### src/rtl/mips_arb_pkg.sv
// Shared types and constants for the Harvard-CPU memory arbiter.
package mips_arb_pkg;

  localparam int unsigned ADDR_W = 32;
  localparam int unsigned DATA_W = 32;
  localparam int unsigned BE_W   = 4;

  localparam logic [BE_W-1:0] BYTEEN_ALL = 4'hF;

  typedef enum logic [2:0] {
    FETCH,
    DECIDE,
    DREAD,
    DWRITE,
    STEP,
    HALT
  } arb_state_t;

  // Bus addresses are always word aligned; byte lanes are handled by the core's merge.
  function automatic logic [ADDR_W-1:0] word_align(input logic [ADDR_W-1:0] a);
    return {a[ADDR_W-1:2], 2'b00};
  endfunction

endpackage

### src/rtl/mips_mem_arbiter_if.sv
// Single-ported wait-stated memory bus shared by the CPU's instruction and data ports.
interface mips_mem_arbiter_if;
  import mips_arb_pkg::*;

  logic [ADDR_W-1:0] mem_address;
  logic              mem_read;
  logic              mem_write;
  logic [DATA_W-1:0] mem_writedata;
  logic [BE_W-1:0]   mem_byteenable;
  logic              mem_waitrequest;
  logic [DATA_W-1:0] mem_readdata;

  modport master (
    output mem_address, mem_read, mem_write, mem_writedata, mem_byteenable,
    input  mem_waitrequest, mem_readdata
  );

  modport slave (
    input  mem_address, mem_read, mem_write, mem_writedata, mem_byteenable,
    output mem_waitrequest, mem_readdata
  );

endinterface

### src/rtl/mips_arb_watchdog.sv
// Counts consecutive stalled cycles of an outstanding bus access; flags the last allowed one.
module mips_arb_watchdog #(
  parameter int unsigned WAIT_LIMIT = 256
) (
  input  logic clk,
  input  logic reset,
  input  logic busy,
  input  logic accept,
  output logic timeout
);

  localparam int unsigned CW = $clog2(WAIT_LIMIT + 1);

  logic [CW-1:0] cnt_q;
  logic [CW-1:0] cnt_d;

  always_comb begin
    cnt_d = cnt_q;
    if (!busy || accept) begin
      cnt_d = '0;
    end else if (cnt_q != CW'(WAIT_LIMIT)) begin
      cnt_d = cnt_q + CW'(1);
    end
  end

  // Fires in the WAIT_LIMIT-th stalled cycle so the strobe is gone in the next one.
  assign timeout = busy && !accept && (cnt_q == CW'(WAIT_LIMIT - 1));

  always_ff @(posedge clk or negedge reset) begin
    if (!reset) begin
      cnt_q <= '0;
    end else begin
      cnt_q <= cnt_d;
    end
  end

endmodule

### src/rtl/mips_mem_arbiter.sv
// Sequences fetch / data read / data write for each CPU step over one bus and
// releases exactly one enabled CPU clock edge per completed step.
module mips_mem_arbiter
  import mips_arb_pkg::*;
#(
  parameter int unsigned WAIT_LIMIT = 256,
  parameter int unsigned CNT_W      = 32
) (
  input  logic                clk,
  input  logic                reset,
  input  logic                cpu_reset,
  input  logic                cpu_active,
  input  logic [ADDR_W-1:0]   instr_address,
  input  logic [ADDR_W-1:0]   data_address,
  input  logic                data_read,
  input  logic                data_write,
  input  logic [DATA_W-1:0]   data_writedata,
  output logic                cpu_clk_enable,
  output logic [DATA_W-1:0]   instr_readdata,
  output logic [DATA_W-1:0]   data_readdata,
  mips_mem_arbiter_if.master  mem,
  output logic                halted,
  output logic                bus_error,
  output logic [CNT_W-1:0]    step_count
);

  arb_state_t        state_q, state_d;
  logic              rd_q, rd_d;
  logic              wr_q, wr_d;
  logic              clken_q, clken_d;
  logic [DATA_W-1:0] ird_q, ird_d;
  logic [DATA_W-1:0] drd_q, drd_d;
  logic [CNT_W-1:0]  steps_q, steps_d;
  logic              halted_q, halted_d;
  logic              err_q, err_d;

  logic rd_c, wr_c, busy_c, accept_c, timeout_c;

  // cpu_reset silences the bus in the very cycle it is raised.
  assign rd_c     = rd_q && !cpu_reset;
  assign wr_c     = wr_q && !cpu_reset;
  assign busy_c   = rd_c || wr_c;
  assign accept_c = busy_c && !mem.mem_waitrequest;

  mips_arb_watchdog #(
    .WAIT_LIMIT (WAIT_LIMIT)
  ) u_watchdog (
    .clk     (clk),
    .reset   (reset),
    .busy    (busy_c),
    .accept  (accept_c),
    .timeout (timeout_c)
  );

  always_comb begin
    state_d  = state_q;
    ird_d    = ird_q;
    drd_d    = drd_q;
    steps_d  = steps_q;
    halted_d = halted_q;
    err_d    = err_q;

    case (state_q)
      FETCH: begin
        if (accept_c) begin
          ird_d   = mem.mem_readdata;
          state_d = DECIDE;
        end
      end
      DECIDE: begin
        if (data_read)       state_d = DREAD;
        else if (data_write) state_d = DWRITE;
        else                 state_d = STEP;
      end
      DREAD: begin
        if (accept_c) begin
          drd_d   = mem.mem_readdata;
          state_d = data_write ? DWRITE : STEP;
        end
      end
      DWRITE: begin
        if (accept_c) state_d = STEP;
      end
      STEP:    state_d = cpu_active ? FETCH : HALT;
      HALT:    state_d = HALT;
      default: state_d = FETCH;
    endcase

    if (timeout_c) begin
      state_d = HALT;
      err_d   = 1'b1;
    end

    if (state_d == STEP && !(&steps_q)) steps_d = steps_q + CNT_W'(1);
    if (state_d == HALT)                halted_d = 1'b1;

    if (cpu_reset) begin
      state_d  = FETCH;
      err_d    = 1'b0;
      halted_d = 1'b0;
      steps_d  = '0;
    end

    // Strobes and the enable pulse are registered versions of the upcoming state.
    rd_d    = (state_d == FETCH || state_d == DREAD) && !cpu_reset;
    wr_d    = (state_d == DWRITE) && !cpu_reset;
    clken_d = (state_d == STEP) && !cpu_reset;
  end

  always_ff @(posedge clk or negedge reset) begin
    if (!reset) begin
      state_q  <= FETCH;
      rd_q     <= 1'b0;
      wr_q     <= 1'b0;
      clken_q  <= 1'b0;
      ird_q    <= '0;
      drd_q    <= '0;
      steps_q  <= '0;
      halted_q <= 1'b0;
      err_q    <= 1'b0;
    end else begin
      state_q  <= state_d;
      rd_q     <= rd_d;
      wr_q     <= wr_d;
      clken_q  <= clken_d;
      ird_q    <= ird_d;
      drd_q    <= drd_d;
      steps_q  <= steps_d;
      halted_q <= halted_d;
      err_q    <= err_d;
    end
  end

  // Address/data follow the live strobe so they are zero whenever the bus is idle.
  always_comb begin
    mem.mem_read       = rd_c;
    mem.mem_write      = wr_c;
    mem.mem_address    = '0;
    mem.mem_writedata  = '0;
    mem.mem_byteenable = '0;
    if (rd_c) begin
      mem.mem_address = word_align((state_q == FETCH) ? instr_address : data_address);
    end else if (wr_c) begin
      mem.mem_address    = word_align(data_address);
      mem.mem_writedata  = data_writedata;
      mem.mem_byteenable = BYTEEN_ALL;
    end
  end

  assign cpu_clk_enable = clken_q || (cpu_reset && reset);
  assign instr_readdata = ird_q;
  assign data_readdata  = drd_q;
  assign halted         = halted_q;
  assign bus_error      = err_q;
  assign step_count     = steps_q;

endmodule

### src/flat_wrapper.sv
// flat-port wrapper written by rule: the top's interface ports become plain ports
module mips_mem_arbiter_flat import mips_arb_pkg::*;
#(
  parameter int unsigned WAIT_LIMIT = 256,
  parameter int unsigned CNT_W      = 32
)
  (clk, reset, cpu_reset, cpu_active, instr_address, data_address, data_read, data_write, data_writedata, cpu_clk_enable, instr_readdata, data_readdata, halted, bus_error, step_count, mem_mem_address, mem_mem_read, mem_mem_write, mem_mem_writedata, mem_mem_byteenable, mem_mem_waitrequest, mem_mem_readdata);
  mips_mem_arbiter_if mem_i ();
  input  logic clk;
  input  logic reset;
  input  logic cpu_reset;
  input  logic cpu_active;
  input  logic [ADDR_W-1:0] instr_address;
  input  logic [ADDR_W-1:0] data_address;
  input  logic data_read;
  input  logic data_write;
  input  logic [DATA_W-1:0] data_writedata;
  output logic cpu_clk_enable;
  output logic [DATA_W-1:0] instr_readdata;
  output logic [DATA_W-1:0] data_readdata;
  output logic halted;
  output logic bus_error;
  output logic [CNT_W-1:0] step_count;
  output wire logic [$bits(mem_i.mem_address)-1:0] mem_mem_address;
  output wire logic [$bits(mem_i.mem_read)-1:0] mem_mem_read;
  output wire logic [$bits(mem_i.mem_write)-1:0] mem_mem_write;
  output wire logic [$bits(mem_i.mem_writedata)-1:0] mem_mem_writedata;
  output wire logic [$bits(mem_i.mem_byteenable)-1:0] mem_mem_byteenable;
  input wire logic [$bits(mem_i.mem_waitrequest)-1:0] mem_mem_waitrequest;
  input wire logic [$bits(mem_i.mem_readdata)-1:0] mem_mem_readdata;
  assign mem_mem_address = mem_i.mem_address;
  assign mem_mem_read = mem_i.mem_read;
  assign mem_mem_write = mem_i.mem_write;
  assign mem_mem_writedata = mem_i.mem_writedata;
  assign mem_mem_byteenable = mem_i.mem_byteenable;
  assign mem_i.mem_waitrequest = mem_mem_waitrequest;
  assign mem_i.mem_readdata = mem_mem_readdata;
  mips_mem_arbiter #(.WAIT_LIMIT(WAIT_LIMIT), .CNT_W(CNT_W)) u_core (.clk(clk), .reset(reset), .cpu_reset(cpu_reset), .cpu_active(cpu_active), .instr_address(instr_address), .data_address(data_address), .data_read(data_read), .data_write(data_write), .data_writedata(data_writedata), .cpu_clk_enable(cpu_clk_enable), .instr_readdata(instr_readdata), .data_readdata(data_readdata), .mem(mem_i), .halted(halted), .bus_error(bus_error), .step_count(step_count));
endmodule
### config.mk
export PLATFORM = sky130hd
export DESIGN_NAME = mips_mem_arbiter_flat
export DESIGN_NICKNAME = d
export VERILOG_FILES = /design/src/rtl/mips_arb_pkg.sv /design/src/rtl/mips_mem_arbiter_if.sv /design/src/rtl/mips_arb_watchdog.sv /design/src/rtl/mips_mem_arbiter.sv /design/src/flat_wrapper.sv
export SDC_FILE = /design/constraint.sdc
export NUM_CORES = 1
export LEC_CHECK = 0
export ABC_AREA = 1
export BUFFER_PORTS_ARGS = -buffer_cell sky130_fd_sc_hd__buf_4
export CAP_MARGIN = 20
export CORE_ASPECT_RATIO = 1.25
export CORE_MARGIN = 2
export CORE_UTILIZATION = 45
export DETAILED_ROUTE_END_ITERATION = 7
export PLACE_DENSITY = 0.77
export SYNTH_ARGS = -nofsm -noshare
export SYNTH_HDL_FRONTEND = slang
export SYNTH_SLANG_ARGS = --single-unit
### constraint.sdc
create_clock -name clk -period 3.15 [get_ports clk]
set_input_delay 0.945 -clock clk [delete_from_list [all_inputs] [get_ports clk]]
set_output_delay 0.945 -clock clk [all_outputs]
set_load 0.1 [all_outputs]
Word level (Yosys, flattened, before mapping)

Index checks and enable logic that the tools add are counted.

Flip-flop bits (word level): 113
Latch bits: 0
Bits in writable memories: 0
ROM bits: 0
Input bits: 135
Output and inout port bits: 169
Memories: 0

Add/sub/neg operators: 2
$mul: 0
Div/mod/pow operators: 0
$lt $le $gt $ge: 0
Equal/unequal tests: 12
Shift-type cells: 0
Multiplexer cells: 24
Bitwise operators: 0
Reduce and logical (&&, ||, !) cells: 28

Operators with widths:

| cell                                                                  | number |
|---|---|
| 32-bit two-way mux                                                    | 7 |
| 32-bit by 1-bit adder with 32-bit output, second input constant       | 1 |
| 32-bit AND reduction                                                  | 1 |
| 3-bit two-way mux                                                     | 8 |
| 9-bit two-way mux                                                     | 2 |
| 3-bit case mux with 6 select lines                                    | 1 |
| 3-bit equality test, second input constant                            | 5 |
| 3-bit by 2-bit equality test with 1-bit output, second input constant | 4 |
| 1-bit logical AND                                                     | 10 |
| 9-bit by 1-bit adder with 9-bit output, second input constant         | 1 |
| 9-bit by 8-bit equality test with 1-bit output, second input constant | 1 |
| 9-bit inequality test, second input constant                          | 1 |
| 4-bit two-way mux                                                     | 2 |
| 2-bit nonzero test                                                    | 4 |
| 3-bit logical NOT                                                     | 2 |
| 1-bit logical NOT                                                     | 5 |
| 1-bit logical OR                                                      | 4 |
| 1-bit two-way mux                                                     | 4 |
| 2-bit AND reduction                                                   | 2 |
| 3-bit by 1-bit equality test with 1-bit output, second input constant | 1 |

Logic depth before layout (Yosys ltp)

Word-level depth: 12
Depth in mapped cells: 14
Mapped depth without buffers: 14

Modules after synthesis

From an unflattened synthesis, not the netlist that was laid out.

Cell total of the unflattened synthesis: 919
Area total of the unflattened synthesis: 6,481.2 um^2

By module, submodules not included:

| module            | instances | cells each | area an instance (um^2) | seq. area each (um^2) |
|---|---|---|---|---|
| mips_mem_arbiter  | 1         | 840        | 5,939.4                 | 2,602.5 |
| mips_arb_watchdog | 1         | 79         | 541.8                   | 225.2 |

Worst setup path before layout

Ideal clock, no wire load.

Kind: in2out
Start point: input cpu_reset
End point: output mem_mem_writedata[22]
Data arrival time: 3,640 ps
Setup slack: -1,435 ps
Stages on the path: 6
Buffers on the path: 1
Cell sequence: inv_4 -> nand2_4 -> inv_1 -> buf_1 -> nand2_1 -> nor2_1

Word-level cells in the longest chain between the ends: 4
Elaborated cells on any way between the ends: 5
Those cells by class: mux (2); reduce/logical (3)

Ends and longest elaborated chain:

| element                 | line                    | text |
|---|---|---|
| start, declared         | flat_wrapper.sv:11      | `input logic cpu_reset;` |
| 1-bit logical NOT       | mips_mem_arbiter.sv:41  | `assign wr_c = wr_q && !cpu_reset;` |
| 1-bit logical AND       | mips_mem_arbiter.sv:41  |  |
| named net mem_mem_write | flat_wrapper.sv:26      | `output wire logic [$bits(mem_i.mem_write)-1:0] mem_mem_write;` |
| 32-bit two-way mux      | mips_mem_arbiter.sv:143 | `end else if (wr_c) begin` |
| 32-bit two-way mux      | mips_mem_arbiter.sv:141 | `if (rd_c) begin` |
| end, declared           | flat_wrapper.sv:27      | `output wire logic [$bits(mem_i.mem_writedata)-1:0] mem_mem_writedata;` |

The timed path passes the listed nets, and every way through them passes these cells.

Final worst setup path

Start point: input cpu_reset
End point: output mem_mem_address[15]

Word-level cells in the longest chain between the ends: 4
Elaborated cells on any way between the ends: 5
Those cells by class: mux (2); reduce/logical (3)

Ends and longest elaborated chain:

| element              | line                                           | text |
|---|---|---|
| 1-bit logical NOT *  | mips_mem_arbiter.sv:40, mips_mem_arbiter.sv:41 |  |
| 1-bit logical AND    | mips_mem_arbiter.sv:41                         |  |
| 32-bit two-way mux   | mips_mem_arbiter.sv:143                        |  |
| 32-bit two-way mux * | mips_mem_arbiter.sv:141                        |  |
| end, declared        | flat_wrapper.sv:24                             | `output wire logic [$bits(mem_i.mem_address)-1:0] mem_mem_address;` |

Every way passes the cells marked *; elsewhere a longest branch is shown, timed or not.

==> results.ini <==
[floorplanning]
initial_utilization = 0.460
die_x_um = 112
num_io_pins = 304
die-area_um2 = 15600
fp.coreArea_um2 = 14300
die_h_um = 139
rows = 49

[place]
dpl.hpwl_um = 16100
dp.cells = 1413
io_buffers = 297
finalWeightedCongestion = 0.961
place_area_um2 = 9400

[hold_path]
hold_class = flop to flop

[logic_synthesis]
synthCells = 967
netlist.area_leader.share = 0.429
yosys.area.top_type = dfrtp_1
ys_types = 35
ys_seq_elements = 113
yosysWarnings = 0
ys.flop_type = dfrtp_1
synthArstFlopShare = 1.00
syn_area_per_cell_um2 = 6.82
synth_area_um2 = 6600
ys_seq_area_frac = 0.429
yosys-top-cells-area = dfrtp_1, nand2_1, nand3_1, nor2_1, inv_1
synth_edf_count = 0

[power]
ir_drop_mv = 0.561
p_leak_nw = 5.43
power-per-cell-area_nw_per_um2 = 585

[clock_tree]
h-tree-depth = 4
clkLatencyLatePin_ns = 0.41
cts_sinks = 113
root_buffer = clkbuf_16
cts_tree = built
post_cts.repair.setup_buffers = 0
ctsHoldBuffers = 0
numCtsBuffers = 17
clk_pin_slew_ns = 0.06
clk_path_buf_depth = 2

[setup_path]
crit_path_end_kind = output pin
crit_chain = buf_4 -> inv_4 -> nand2_4 -> nor2_1 -> buf_12 -> nand2_1 -> nand3_2 -> buf_4
path_class = primary input to output pin
cp.required_ns = 2.20
critPathLaunchType = primary input
critPathMostFrequentCell = buf_4
path_max_fanout = 29
arrival_ns = 2.13
reg2reg_slack_ns = 0.73
cp_num_buf_inv = 4
crit_path_top_delay_cell = buf_4
cp_top_family = buffers and inverters
cpPeakStageDelay_ns = 0.30

[final_layout]
register_area_um2 = 2830
fillCellCount = 1186
area_growth_pct = 52.4
drive_above_1_share = 0.343
diodes = 0
final-instance-count-excl-fill = 1445
fin_nets = 1393
finalInstanceArea_um2 = 10000
multi_input_area_um2 = 3580

[sta]
finalSetupViolCount = 0
slew_headroom = 0.497
max_freq_mhz = 325
tightest_slew_ns = 0.755
fin_crit_ns = 3.08
setup-tns-final_ns = 0
period_share = 0.977
final-hold-violation-count = 0
timing.hold.ws_ns = 0.480
finClkSkew_ns = 0.0116
rsz0062_at_grt = false
final_max_slew_viol_count = 0

[grt]
grt_pass1_vias = 6990
overflow = 0
grt_max_degree = 61
grt_pass1_wl_um = 35000
grtUsageTotal = 0.275
antenna_found_initial = 0

[route]
first_pass_iters = 4
drt_iter0_markers = 404
num_vias = 7335
wl_um = 21700
wl_per_cell_um = 15.0
final_antenna_net_count = 0
via_per_inst = 5.08
route.detailed.drc = 0

[run_status]
status = finished, final reports clean

[job]
cap_violations = 0

==> cell usage in the layout, fill, tap and decap left out, drive strengths merged <==
master and n:
nor2 120, a21oi 13, a31oi 1, o21bai 1, ha 4, a21o 2, dfrtp 113, o31ai 1
nand3 97, nor3b 1, xnor2 8, xor2 5, nand2 402, nand3b 1, nor3 10, conb 2
nand4 30, clkinv 6, clkbuf 17, bufinv 2, clkinvlp 1, buf 318, o21ai 35, inv 77
==> final timing paths <==
check	startpoint	end	depth (start not counted)
min in group asynchronous	reset	u_core.step_count[20]$_DFFE_PN0P_	2
setup reg to reg	u_core.u_watchdog.cnt_q[0]$_DFFE_PN0P_	u_core.step_count[23]$_DFFE_PN0P_	14
hold reg to reg	u_core.instr_readdata[9]$_DFFE_PN0P_	u_core.instr_readdata[9]$_DFFE_PN0P_	2
setup / recovery	cpu_reset	mem_mem_address[15]	8
hold / removal	u_core.instr_readdata[9]$_DFFE_PN0P_	u_core.instr_readdata[9]$_DFFE_PN0P_	2
max in group asynchronous	reset	u_core.instr_readdata[11]$_DFFE_PN0P_	2
==> worst reg2reg max path: stages, from the launching register on <==
cell and delay (ns):
dfrtp_1 0.38, ha_1 0.18, nand2_1 0.07, nor2_1 0.11, inv_1 0.05, nor2_1 0.18
inv_1 0.08, nor3_1 0.21, ha_1 0.22, nand2_2 0.13, nand3_2 0.32, inv_2 0.04
nor2_1 0.23, nand2_1 0.09, nand2_1 0.07
==> layer usage <==
layer,track usage,vias to the layer above,part of all wire
met5,0,-,0
met4,0.103,0,0.031
met3,0.0771,48,0.084
met2,0.477,317,0.51
met1,0.324,3349,0.38
li1,-,3621,-
==> cells in the mapped netlist, types with 5 or more instances <==
cell type,number
nand4_1,29
nand3_1,93
o21ai_0,35
buf_4,5
inv_1,66
buf_6,6
nor2_2,5
a21oi_1,12
xnor2_1,8
xor2_1,5
nor2_1,114
nand2_1,397
clkbuf_1,31
buf_2,6
nor3_1,8
dfrtp_1,113
==> metrics by stage <==
step	total power (W)	setup WS, ns	util
2_1_floorplan	0.00338	-0.400	-
3_3_place_gp	0.00394	0.0605	0.655
3_5_place_dp	0.00396	0.0376	0.655
4_1_cts	0.00591	0.0289	0.697
5_1_grt	0.00608	0.0107	0.700
6_report	0.00588	0.0720	0.700
==> layout make-up <==
| type | count | share of cell area |
|---|---|---|
| clock buffer | 17 | 0.0423 |
| clock inverter | 15 | 0.0173 |
| inverter | 71 | 0.0269 |
| multi-input combinational | 733 | 0.356 |
| sequential | 113 | 0.281 |
| tap | 178 | 0.0222 |
| timing repair buffer | 318 | 0.254 |
==> logic make-up (layout without fill, tap and decap cells) <==
| logic type | after synthesis | in the layout | synth area share |
|---|---|---|---|
| AND/OR/NAND/NOR | 661 | 661 | 0.423 |
| buffers and inverters | 122 | 421 | 0.0806 |
| flip-flops | 113 | 113 | 0.429 |
| AO/OA/AOI/OAI | 53 | 53 | 0.0425 |
| XOR/XNOR | 13 | 13 | 0.0173 |
| adder cells (fa/ha/maj) | 4 | 4 | 0.00759 |
| other | 1 | 2 | 0.000569 |
==> flip-flops by register name, indices dropped and copies added, names as in the netlist <==
register / cells
u_core.data_readdata: 32
u_core.state_q: 3
u_core.clken_q: 1
u_core.u_watchdog.cnt_q: 9
u_core.rd_q: 1
u_core.step_count: 32
u_core.halted: 1
u_core.bus_error: 1
u_core.instr_readdata: 32
u_core.wr_q: 1
==> report_power, final <==
part / internal (W) / switching (W) / total, W
registers: 0.00161 / 0.0000994 / 0.00171
clock network: 0.00119 / 0.000746 / 0.00194
logic: 0.000472 / 0.00176 / 0.00223
total: 0.00328 / 0.00261 / 0.00588
==> repair_timing <==
| item | in CTS | in global routing |
|---|---|---|
| endpoints found under the hold margin | 0 | 0 |
| resized for setup | 0 | 14 |
| endpoints found under the setup margin | 0 | 14 |
Note: power is estimated with default switching activity, not from simulation.
